<file path="src/rtl/m_ext_div_seq_if.sv">
// m_ext_div_seq_if: request/response bundle between the control unit and the
// RV32M divide sequencer. The control unit drives the master side.
interface m_ext_div_seq_if #(
   parameter int XLEN = 32
);
   logic            ip_start;
   logic [2:0]      ip_funct_3;
   logic [XLEN-1:0] ip_operand_a;
   logic [XLEN-1:0] ip_operand_b;
   logic            ip_flush;
   logic            op_busy;
   logic            op_done;
   logic [XLEN-1:0] op_result;

   modport master (
      output ip_start, ip_funct_3, ip_operand_a, ip_operand_b, ip_flush,
      input  op_busy, op_done, op_result
   );

   modport slave (
      input  ip_start, ip_funct_3, ip_operand_a, ip_operand_b, ip_flush,
      output op_busy, op_done, op_result
   );
endinterface

</file>
<file path="src/rtl/m_ext_div_seq.sv">
// m_ext_div_seq: iterative restoring divider for DIV/DIVU/REM/REMU, one
// quotient bit per clock, with pipeline stall and one-cycle result strobe.
// Optional macro DIV_SPECIAL_FAST_EN: divide-by-zero and signed overflow are
// resolved at start and complete with latency 1.
module m_ext_div_seq #(
   parameter int XLEN  = 32,
   parameter int CNT_W = 6
) (
   input logic            ip_clk,
   input logic            ip_rst_n,
   m_ext_div_seq_if.slave bus
);

   localparam logic [XLEN-1:0]  MIN_NEG  = {1'b1, {(XLEN-1){1'b0}}};
   localparam logic [CNT_W-1:0] LAST_CNT = CNT_W'(XLEN-1);

   typedef enum logic [1:0] {IDLE, CALC, FIX, DONE} state_t;

   state_t           state_q, state_d;
   logic [XLEN-1:0]  divisor_q, rem_q, quo_q, result_q;
   logic [CNT_W-1:0] cnt_q;
   logic             is_rem_q, q_neg_q, r_neg_q;

   logic             in_signed, ready, accept;
   logic             q_neg_in, r_neg_in;
   logic [XLEN-1:0]  abs_a, abs_b, q_fix, r_fix;
   logic [XLEN:0]    trial;
   logic             unused_funct3_msb;
`ifdef DIV_SPECIAL_FAST_EN
   logic             special;
   logic [XLEN-1:0]  special_res;
`endif

   // Start decode: acceptance, operand magnitudes and sign bits to latch
   always_comb begin
      unused_funct3_msb = bus.ip_funct_3[2];
      in_signed = ~bus.ip_funct_3[0];
      ready     = (state_q == IDLE) || (state_q == DONE);
      accept    = ready && bus.ip_start && !bus.ip_flush;
      abs_a     = (in_signed && bus.ip_operand_a[XLEN-1]) ? -bus.ip_operand_a : bus.ip_operand_a;
      abs_b     = (in_signed && bus.ip_operand_b[XLEN-1]) ? -bus.ip_operand_b : bus.ip_operand_b;
      // Quotient sign is dropped for b=0 so the all-ones quotient survives FIX;
      // the remainder sign is kept because negating |a| restores a exactly.
      q_neg_in  = in_signed && (bus.ip_operand_a[XLEN-1] ^ bus.ip_operand_b[XLEN-1])
                  && (bus.ip_operand_b != '0);
      r_neg_in  = in_signed && bus.ip_operand_a[XLEN-1];
`ifdef DIV_SPECIAL_FAST_EN
      special     = 1'b0;
      special_res = '0;
      if (bus.ip_operand_b == '0) begin
         special     = 1'b1;
         special_res = bus.ip_funct_3[1] ? bus.ip_operand_a : '1;
      end else if (in_signed && (bus.ip_operand_a == MIN_NEG) && (bus.ip_operand_b == '1)) begin
         special     = 1'b1;
         special_res = bus.ip_funct_3[1] ? '0 : MIN_NEG;
      end
`endif
   end

   // Iteration trial subtraction and final sign correction
   always_comb begin
      trial = {rem_q, quo_q[XLEN-1]} - {1'b0, divisor_q};
      q_fix = q_neg_q ? -quo_q : quo_q;
      r_fix = r_neg_q ? -rem_q : rem_q;
   end

   // State register
   always_ff @(posedge ip_clk or negedge ip_rst_n) begin
      if (!ip_rst_n) state_q <= IDLE;
      else           state_q <= state_d;
   end

   // Next-state logic; flush has priority over start and over progress
   always_comb begin
      state_d = state_q;
      case (state_q)
         IDLE, DONE: begin
            if (accept) begin
`ifdef DIV_SPECIAL_FAST_EN
               state_d = special ? DONE : CALC;
`else
               state_d = CALC;
`endif
            end else begin
               state_d = IDLE;
            end
         end
         CALC: begin
            if (bus.ip_flush)            state_d = IDLE;
            else if (cnt_q == LAST_CNT)  state_d = FIX;
         end
         FIX:     state_d = bus.ip_flush ? IDLE : DONE;
         default: state_d = IDLE;
      endcase
   end

   // Outputs: stall covers the accepting cycle, CALC and FIX
   always_comb begin
      bus.op_busy   = accept || (state_q == CALC) || (state_q == FIX);
      bus.op_done   = (state_q == DONE);
      bus.op_result = result_q;
   end

   // Datapath: operand latch, shift-subtract iteration, result capture
   always_ff @(posedge ip_clk or negedge ip_rst_n) begin
      if (!ip_rst_n) begin
         divisor_q <= '0;
         rem_q     <= '0;
         quo_q     <= '0;
         result_q  <= '0;
         cnt_q     <= '0;
         is_rem_q  <= 1'b0;
         q_neg_q   <= 1'b0;
         r_neg_q   <= 1'b0;
      end else if (accept) begin
         divisor_q <= abs_b;
         quo_q     <= abs_a;
         rem_q     <= '0;
         cnt_q     <= '0;
         is_rem_q  <= bus.ip_funct_3[1];
         q_neg_q   <= q_neg_in;
         r_neg_q   <= r_neg_in;
`ifdef DIV_SPECIAL_FAST_EN
         if (special) result_q <= special_res;
`endif
      end else if ((state_q == CALC) && !bus.ip_flush) begin
         quo_q <= {quo_q[XLEN-2:0], ~trial[XLEN]};
         rem_q <= trial[XLEN] ? {rem_q[XLEN-2:0], quo_q[XLEN-1]} : trial[XLEN-1:0];
         cnt_q <= cnt_q + CNT_W'(1);
      end else if ((state_q == FIX) && !bus.ip_flush) begin
         result_q <= is_rem_q ? r_fix : q_fix;
      end
   end

endmodule

</file>
<file path="src/flat_wrapper.sv">
// flat-port wrapper written by rule: the top's interface ports become plain ports
module m_ext_div_seq_flat 
#(
   parameter int XLEN  = 32,
   parameter int CNT_W = 6
)
  (ip_clk, ip_rst_n, bus_ip_start, bus_ip_funct_3, bus_ip_operand_a, bus_ip_operand_b, bus_ip_flush, bus_op_busy, bus_op_done, bus_op_result);
  m_ext_div_seq_if #(.XLEN(XLEN)) bus_i ();
  input logic ip_clk;
  input logic ip_rst_n;
  input wire logic [$bits(bus_i.ip_start)-1:0] bus_ip_start;
  input wire logic [$bits(bus_i.ip_funct_3)-1:0] bus_ip_funct_3;
  input wire logic [$bits(bus_i.ip_operand_a)-1:0] bus_ip_operand_a;
  input wire logic [$bits(bus_i.ip_operand_b)-1:0] bus_ip_operand_b;
  input wire logic [$bits(bus_i.ip_flush)-1:0] bus_ip_flush;
  output wire logic [$bits(bus_i.op_busy)-1:0] bus_op_busy;
  output wire logic [$bits(bus_i.op_done)-1:0] bus_op_done;
  output wire logic [$bits(bus_i.op_result)-1:0] bus_op_result;
  assign bus_i.ip_start = bus_ip_start;
  assign bus_i.ip_funct_3 = bus_ip_funct_3;
  assign bus_i.ip_operand_a = bus_ip_operand_a;
  assign bus_i.ip_operand_b = bus_ip_operand_b;
  assign bus_i.ip_flush = bus_ip_flush;
  assign bus_op_busy = bus_i.op_busy;
  assign bus_op_done = bus_i.op_done;
  assign bus_op_result = bus_i.op_result;
  m_ext_div_seq #(.XLEN(XLEN), .CNT_W(CNT_W)) u_core (.ip_clk(ip_clk), .ip_rst_n(ip_rst_n), .bus(bus_i));
endmodule
</file>
<file path="config.mk">
export PLATFORM = sky130hd
export DESIGN_NAME = m_ext_div_seq_flat
export DESIGN_NICKNAME = d
export VERILOG_FILES = /design/src/rtl/m_ext_div_seq_if.sv /design/src/rtl/m_ext_div_seq.sv /design/src/flat_wrapper.sv
export SDC_FILE = /design/constraint.sdc
export NUM_CORES = 1
export LEC_CHECK = 0
export ABC_AREA = 1
export CAP_MARGIN = 20
export CORE_ASPECT_RATIO = 1.4
export CORE_UTILIZATION = 31
export CTS_CLUSTER_SIZE = 28
export DETAILED_ROUTE_END_ITERATION = 7
export HOLD_SLACK_MARGIN = 0.02
export PLACE_DENSITY = 0.54
export SYNTH_ARGS = -nofsm -noshare
export SYNTH_HDL_FRONTEND = slang
export SYNTH_SLANG_ARGS = --single-unit
export TNS_END_PERCENT = 100
</file>
<file path="constraint.sdc">
create_clock -name ip_clk -period 3.3 [get_ports ip_clk]
set_clock_uncertainty 0.15 [all_clocks]
set_input_delay 0.33 -clock ip_clk [delete_from_list [all_inputs] [get_ports ip_clk]]
set_output_delay 0.33 -clock ip_clk [all_outputs]
set_load 0.005 [all_outputs]
</file>
Word level (Yosys, flattened, before mapping)
Cells that the tools add are included.
Storage, ports and cells
  output and inout bits: 34
  register bits: 139
  word-level logic and storage cells: 59
  input bits: 71
Cells by class
  reduce and logical (&&, ||, !) cells: 17
  $add $sub $neg: 6
  bitwise operators: 5
  eq/ne operators: 5
  mux-type cells: 17
Operator list (count)
  $mux 32: 10
  $neg 32->32: 4
  $sub 33x32->33: 1
  $reduce_bool 32->1: 1
  $mux 6: 2
  $logic_and 1x1->1: 8
  $add 6x1->6 const B: 1
  $eq 6x5->1 const B: 1
  $mux 2: 3
  $pmux 2 s3: 1
  $eq 2x2->1 const B: 2
  $not 1->1: 4
  $logic_or 1x1->1: 3
  $ne 3x2->1 const B: 1
  $reduce_and 3->1: 1
  $eq 2x1->1 const B: 1
  $logic_not 2->1: 1
  $reduce_bool 2->1: 1
  $reduce_or 2->1: 1
  $logic_not 1->1: 1
  $mux 1: 1
  $xor 1x1->1: 1

Longest topological paths before layout
Gate-level depths: netlist of run 1.
  depth after elaboration: 6
  depth in mapped cells: 19
  gate-level depth less buffers: 17

Least setup slack after synthesis of run 1
Ideal clock, no wire load.
  path kind: register to register
  from: reg u_core.quo_q[31]
  to: reg u_core.rem_q[21]
  path buffers: 2
  data required time: 3032 ps
  cell stages (with the launch flop): 20
  period minus slack after synthesis: 2388 ps
  arrival time: 2120 ps
  path slack: 912 ps
  library setup time: 118 ps
  path through: dfrtp_1 inv_1 ha_1 fa_1 inv_1 nand2_1 nand2_1 nand3_1 nand2_2 nand2_2 nand2_2 nand2_2 nand2_4 nand2_4 nand2_2 buf_6 buf_12 nand2_2 nand3_1 nand2_1
Between the ends
  cells in the longest elaborated chain, start to end: 4
Ends and longest elaborated chain
  start: declaration: RTL line m_ext_div_seq.sv:20  | logic [XLEN-1:0] divisor_q, rem_q, quo_q, result_q;
  start signal: assignment: RTL line m_ext_div_seq.sv:117  | quo_q <= abs_a;
  start signal: assignment: RTL line m_ext_div_seq.sv:127  | quo_q <= {quo_q[XLEN-2:0], ~trial[XLEN]};
  $sub 33x32->33: RTL line m_ext_div_seq.sv:62  | trial = {rem_q, quo_q[XLEN-1]} - {1'b0, divisor_q};
  $mux 32: RTL line m_ext_div_seq.sv:128  | rem_q <= trial[XLEN] ? {rem_q[XLEN-2:0], quo_q[XLEN-1]} : trial[XLEN-1:0];
  $mux 32: RTL line m_ext_div_seq.sv:126  | end else if ((state_q == CALC) && !bus.ip_flush) begin
  $mux 32: RTL line m_ext_div_seq.sv:115  | end else if (accept) begin
  end signal: assignment: RTL line m_ext_div_seq.sv:128
  end: declaration: RTL line m_ext_div_seq.sv:20
Every way passes these cells. The select of a mux whose other input is x is not followed.
A chain may end at the register's enable or synchronous reset.

Final worst setup path of run 1
  from: reg u_core.state_q[0]
  to: out bus_op_busy
Between the ends
  cells in the longest elaborated chain, start to end: 6
  elaborated cells on any way between the ends: 9
  those cells by class: eq/ne (3); reduce/logical (6)
Ends and longest elaborated chain
  start: declaration: RTL line m_ext_div_seq.sv:19  | state_t state_q, state_d;
  start signal: assignment: RTL line m_ext_div_seq.sv:70  | else state_q <= state_d;
  $eq 2x2->1 or $logic_not 2->1 (tied branches): RTL line m_ext_div_seq.sv:38  | ready = (state_q == IDLE) || (state_q == DONE);
  $logic_or 1x1->1: RTL line m_ext_div_seq.sv:38
  $logic_and 1x1->1 (2 in series): RTL line m_ext_div_seq.sv:39  | accept = ready && bus.ip_start && !bus.ip_flush;
  $logic_or 1x1->1: RTL line m_ext_div_seq.sv:99  | bus.op_busy = accept || (state_q == CALC) || (state_q == FIX);
  $logic_or 1x1->1 (*): RTL line m_ext_div_seq.sv:99
  end: declaration: RTL line flat_wrapper.sv:16  | output wire logic [$bits(bus_i.op_busy)-1:0] bus_op_busy;
Mark *: on every way between the ends. The rest lies on a longest branch, timed or not.

==> flow_summary.toml, run 1 <==
[critical_path]
cpPeakStageDelay_ns = 0.46
crit_chain = "inv_1 > ha_1 > nand3_2 > buf_4 > nand2_1 > clkdlybuf4s50_1"
start_kind = "flop"
required_ns = 2.82
r2r_cells = 18
crit_path_end_kind = "output port"
crit_arrival_ns = 2.35
startpoint = "u_core.state_q[0]"
path_max_fanout = 56
critPathKind = "flop to output port"
slowest_stage = "buf_4"
r2r_setup_slack_ns = 0.47
r2r_start = "u_core.quo_q[31]"
r2r_end = "u_core.rem_q[15]"

[yosys]
synth-seq-cells = 139
synth-async-reset-ratio = 1.00
yosysWarnings = 0
synth_flop_cell = "dfrtp_1"
avgSynthCellArea_um2 = 5.97
synth_area_um2 = 12500
syn-num-nets = 2212
synth_edf_count = 0
synth.distinct_cells = 48
yosysSeqAreaShare = 0.277
netlist_instances = 2100

[clock_tree]
holdBufCountCts = 1
clock_path_buffers = 2
cts_tree = "built"
cts.sinks = 139
clockRootBuffer = "clkbuf_16"
cts-buffers-inserted = 17
cts_max_level = 4
clkTransAtPathRegs_ns = 0.07
clkLatencyLatePin_ns = 0.45
ctsResizeCount = 0
post_cts_buffers = 0

[grt]
grt_pass1_wl_mm = 70.3
grt.total_usage = 0.224
grt_max_degree = 63
grt_overflow_total = 0
grt_pass1_vias = 13263
antenna_found_initial = 0

[floorplan]
coreArea_um2 = 39600
rows = 86
dieHeight_um = 240
dieArea_um2 = 41300
initial_utilization = 0.317
dieWidth_um = 172
io_pins = 105

[placement]
routabilityCongestion = 0.956
io_buffers = 103
dpl.hpwl_mm = 36.0
dpl_worst_slack_ns = 0.520
place_inst = 2697

[outcome]
status = "finished clean"

[routing]
dr.pass1.iters = 6
vias = 13392
drt-total-wl_mm = 44.4
viasPerCell = 4.91
drcViolationCount = 0
antenna_left = 0
drt_iter0_markers = 848
wire_per_inst_um = 16.3

[sta]
setup_ws_ns = 0.466
hold_violations = 0
worst_pin_slew_ns = 0.831
min_period_ns = 2.83
clock.fmax_ghz = 0.353
finalSetupViolCount = 0
finalCritPeriodShare = 0.859
tns_ns = 0
rsz0062_at_grt = "no"
slew_violations = 0
relSlewSlack = 0.446

[cells_and_area]
final_cell_mix = "nand2_1, inv_1, nand3_1"
nets = 2301
layout-drive-gt1-share = 0.0454
final_cells = 2729
num_antenna_cells = 0
layout_commonest_cell = "nand2_1"
final.fill_count = 4406
syn2layout_area_growth_pct = 18.0

[power_and_ir_drop]
internal_power_mw = 5.22
p_per_area_nw_per_um2 = 661
clockPowerShare = 0.209
p_comb_frac = 0.519
switchingPower_mw = 4.57
p_leak_nw = 7.87
seq_power_share = 0.273
irDropWorstVdd_mv = 0.322
switching_share = 0.466

[run]
drv_cap = 0

[worst_hold_path]
min_path_type = "primary input to async pin"
[synthesized netlist by cell type, drive strengths merged, types with 2 or more instances]
master / number / area share
a21oi: 70 / 0.029
a31oi: 3 / 0.0015
and2: 4 / 0.0020
and3: 2 / 0.0010
buf: 23 / 0.012
clkbuf: 38 / 0.011
dfrtp: 139 / 0.28
ha: 40 / 0.040
inv: 320 / 0.096
nand2: 718 / 0.22
nand3: 242 / 0.097
nand3b: 9 / 0.0054
nand4: 37 / 0.018
nor2: 198 / 0.060
nor3: 28 / 0.011
nor4: 4 / 0.0020
o211ai: 5 / 0.0030
o21a: 2 / 0.0012
o21ai: 113 / 0.045
o21bai: 13 / 0.0078
o221ai: 15 / 0.010
o22a: 3 / 0.0021
o22ai: 17 / 0.0085
o31ai: 4 / 0.0024
or2: 8 / 0.0040
xnor2: 17 / 0.012
xor2: 19 / 0.013
[cell families after synthesis]
logic type / Yosys count / share of synthesized area
AND/OR/NAND/NOR: 1251 / 0.421
adder cells (fa/ha/maj): 41 / 0.0415
buffers and inverters: 382 / 0.119
XOR/XNOR: 36 / 0.0251
flip-flops: 139 / 0.277
AO/OA/AOI/OAI: 251 / 0.115
[flip-flops by register name, indices dropped and copies added, names as in the netlist]
register and cells:
u_core.bus.op_result 32, u_core.divisor_q 32, u_core.quo_q 32, u_core.rem_q 32, u_core.cnt_q 6, u_core.state_q 2, u_core.is_rem_q 1, u_core.q_neg_q 1
u_core.r_neg_q 1
[power groups by stage]
| stage | clock [mW] | sequential [mW] | combinational [mW] |
|---|---|---|---|
| floorplan | 0 | 2.56 | 3.22 |
| global placement | 0 | 2.69 | 5.03 |
| detailed placement | 0 | 2.70 | 5.06 |
| CTS | 2.08 | 2.67 | 5.09 |
| global route | 2.14 | 2.74 | 5.68 |
| finish | 2.04 | 2.67 | 5.08 |
[per-layer routing]
metal | vias up | GRT usage | wire (µm)
met5 | - | 0 | 0
li1 | 6889 | - | -
met1 | 6121 | 0.244 | 17400
met2 | 295 | 0.420 | 23500
met3 | 87 | 0.0230 | 1290
met4 | 0 | 0.118 | 2170
[worst max-delay path: cells and delay by family, from the launching register on]
| family | cells | cell delay (ns) |
|---|---|---|
| adders and majority gates | 1 | 0.33 |
| buffers and inverters | 3 | 0.99 |
| DFF | 1 | 0.38 |
| and+or+nand+nor | 2 | 0.20 |
[per-stage QoR]
step	util	power (mW)	hold slack, ns	area (µm²)
finish	0.374	9.79	0.280	14800
CTS	0.374	9.84	0.283	14800
global route	0.374	10.6	0.319	14800
floorplan	-	5.79	-0.116	12500
global placement	0.358	7.72	0.184	14200
detailed placement	0.358	7.75	0.178	14200
[worst max-delay path by stage]
stage	end	slack, ns	cells after the start
5_1_grt	u_core.rem_q[24]	0.26	18
2_1_floorplan	u_core.rem_q[21]	0.91	19
3_5_place_dp	u_core.rem_q[15]	0.52	18
3_3_place_gp	u_core.rem_q[31]	0.55	18
6_report	bus_op_busy	0.47	6
4_1_cts	bus_op_busy	0.40	6
[final cells by class]
class / count / area (µm²) / area share
Multi-Input combinational cell: 1579 / 7580 / 0.512
Sequential cell: 139 / 3480 / 0.235
Timing Repair Buffer: 131 / 1270 / 0.0858
Inverter: 321 / 1200 / 0.0814
Tap cell: 528 / 661 / 0.0446
Clock buffer: 19 / 443 / 0.0299
Clock inverter: 12 / 164 / 0.0111
Power figures use the tool's default switching activity.
==> run 2: changes to the inputs <==
==> constraint.sdc (replaced) <==
create_clock -name ip_clk -period 3.3 [get_ports ip_clk]
set_clock_uncertainty 0.15 [all_clocks]
set_input_delay 0.825 -clock ip_clk [delete_from_list [all_inputs] [get_ports ip_clk]]
set_output_delay 0.825 -clock ip_clk [all_outputs]
set_load 0.005 [all_outputs]
==> run 2 against run 1 <==
Compared with the run above: flip-flop and latch count unchanged; worst hold slack got worse by 0.065 ns; first-iteration DRC count increased by 4.4%; die area unchanged; register-to-register slack about the same; power about the same; critical endpoint unchanged.
==> flow_summary.toml, run 2 (synthesis gave the netlist of run 1 again) <==
[cells_and_area]
syn2layout_area_growth_pct = 18.2
final_cell_mix = "nand2_1, inv_1, nand3_1"
num_antenna_cells = 0
nets = 2303
layout_commonest_cell = "nand2_1"
layout-drive-gt1-share = 0.0476
final.fill_count = 4459

[power_and_ir_drop]
p_leak_nw = 7.88
p_per_area_nw_per_um2 = 660
power.total_mw = 9.79
irDropWorstVdd_mv = 0.374

[sta]
setup_ws_ns = 0.243
hold_violations = 0
worst_pin_slew_ns = 0.832
slew_violations = 0
min_period_ns = 3.06
finalCritPeriodShare = 0.927
rsz0062_at_grt = "no"
tns_ns = 0
relSlewSlack = 0.446
clock.fmax_ghz = 0.327
finalSetupViolCount = 0

[grt]
grt_max_degree = 63
grt_pass1_vias = 13188
grt_pass1_wl_mm = 69.6
antenna_found_initial = 0
grt.total_usage = 0.221
grt_overflow_total = 0

[clock_tree]
cts_tree = "built"
clkLatencyLatePin_ns = 0.45
clock_path_buffers = 2
clockRootBuffer = "clkbuf_16"
cts_max_level = 4
clkTransAtPathRegs_ns = 0.06
ctsResizeCount = 0
post_cts_buffers = 0
holdBufCountCts = 0
cts.sinks = 139
cts-buffers-inserted = 17

[critical_path]
start_kind = "primary input"
crit_arrival_ns = 2.08
critPathKind = "primary input to output port"
crit_path_end_kind = "output port"
path_max_fanout = 4
required_ns = 2.32

[floorplan]
dieArea_um2 = 41300
dieHeight_um = 240
io_pins = 105
coreArea_um2 = 39600
initial_utilization = 0.317
rows = 86
dieWidth_um = 172

[routing]
drcViolationCount = 0
antenna_left = 0
routed.top_layer = "met4"
wl_met2_mm = 22.8
dr.pass1.iters = 8
drt_iter0_markers = 885
dr_wl_met3_mm = 1.28
m1WireLength_mm = 17.0
wire_per_inst_um = 15.9
viasPerCell = 4.93
vias = 13459
drt-total-wl_mm = 43.5

[placement]
io_buffers = 103
routabilityCongestion = 0.946
dpl_worst_slack_ns = 0.148
dpl.hpwl_mm = 35.5

[outcome]
status = "finished clean"

[worst_hold_path]
min_path_type = "primary input to async pin"

[run]
drv_cap = 0
run 2: changes by cell type in the layout (fill, tap and decap cells not counted), sizes merged, moves of 3 or more:
cell | before | now
clkinvlp | 0 | 3
inv | 324 | 328
clkinv | 6 | 2
buf | 28 | 31
run 2: metal layers:
metal	vias up	GRT usage
li1	6900	-
met1	6165	0.239
met2	304	0.414
met3	90	0.0216
met4	0	0.125
met5	-	0
run 2: final cells by class:
type	instances	area [µm²]	share of cell area
sequential	139	3480	0.235
inverter	321	1200	0.0812
clock inverter	14	171	0.0116
tap	528	661	0.0445
timing repair buffer	133	1290	0.0873
multi-input combinational	1579	7580	0.511
clock buffer	18	439	0.0296
run 2: path summary, 6_finish.rpt:
kind / cells past startpoint / start / slack (ns) / endpoint
max: 5 / bus_ip_flush / 0.24 / bus_op_busy
min: 1 / ip_rst_n / 0.21 / u_core.rem_q[28]
max reg2reg: 15 / u_core.divisor_q[23] / 0.48 / u_core.rem_q[31]
min reg2reg: 2 / u_core.bus.op_result[8] / 0.33 / u_core.bus.op_result[8]
max in group asynchronous: 2 / ip_rst_n / 2.10 / u_core.divisor_q[23]
min in group ip_clk: 2 / u_core.bus.op_result[8] / 0.33 / u_core.bus.op_result[8]
run 2: critical path, cell delays in order:
cell and delay (ns):
clkdlybuf4s50_1 0.43, inv_1 0.14, nand3_2 0.12, nand2_1 0.08, clkdlybuf4s50_1 0.49
run 2: through the flow:
stage | cell area, µm² | cells | hold WS, ns | util
finish | 14800 | 2732 | 0.214 | 0.375
global route | 14800 | 2732 | 0.259 | 0.375
CTS | 14800 | 2732 | 0.231 | 0.375
detailed placement | 14200 | 2700 | 0.316 | 0.359
global placement | 14200 | 2700 | 0.317 | 0.359
floorplan | 12500 | 2100 | 0.295 | -
run 2: power breakdown:
part / internal, mW / switching [mW]
Sequential: 2.25 / 0.427
Clock: 1.16 / 0.872
Combinational: 1.77 / 3.32
==> run 3: changes to the inputs <==
--- a/config.mk
+++ b/config.mk
@@ -13,6 +13,7 @@
 export DETAILED_ROUTE_END_ITERATION = 7
 export HOLD_SLACK_MARGIN = 0.02
 export PLACE_DENSITY = 0.54
+export SLEW_MARGIN = 5
 export SYNTH_ARGS = -nofsm -noshare
 export SYNTH_HDL_FRONTEND = slang
 export SYNTH_SLANG_ARGS = --single-unit
==> results of run 3 <==
Final layout, timing and power as in run 2 (identical DEF).
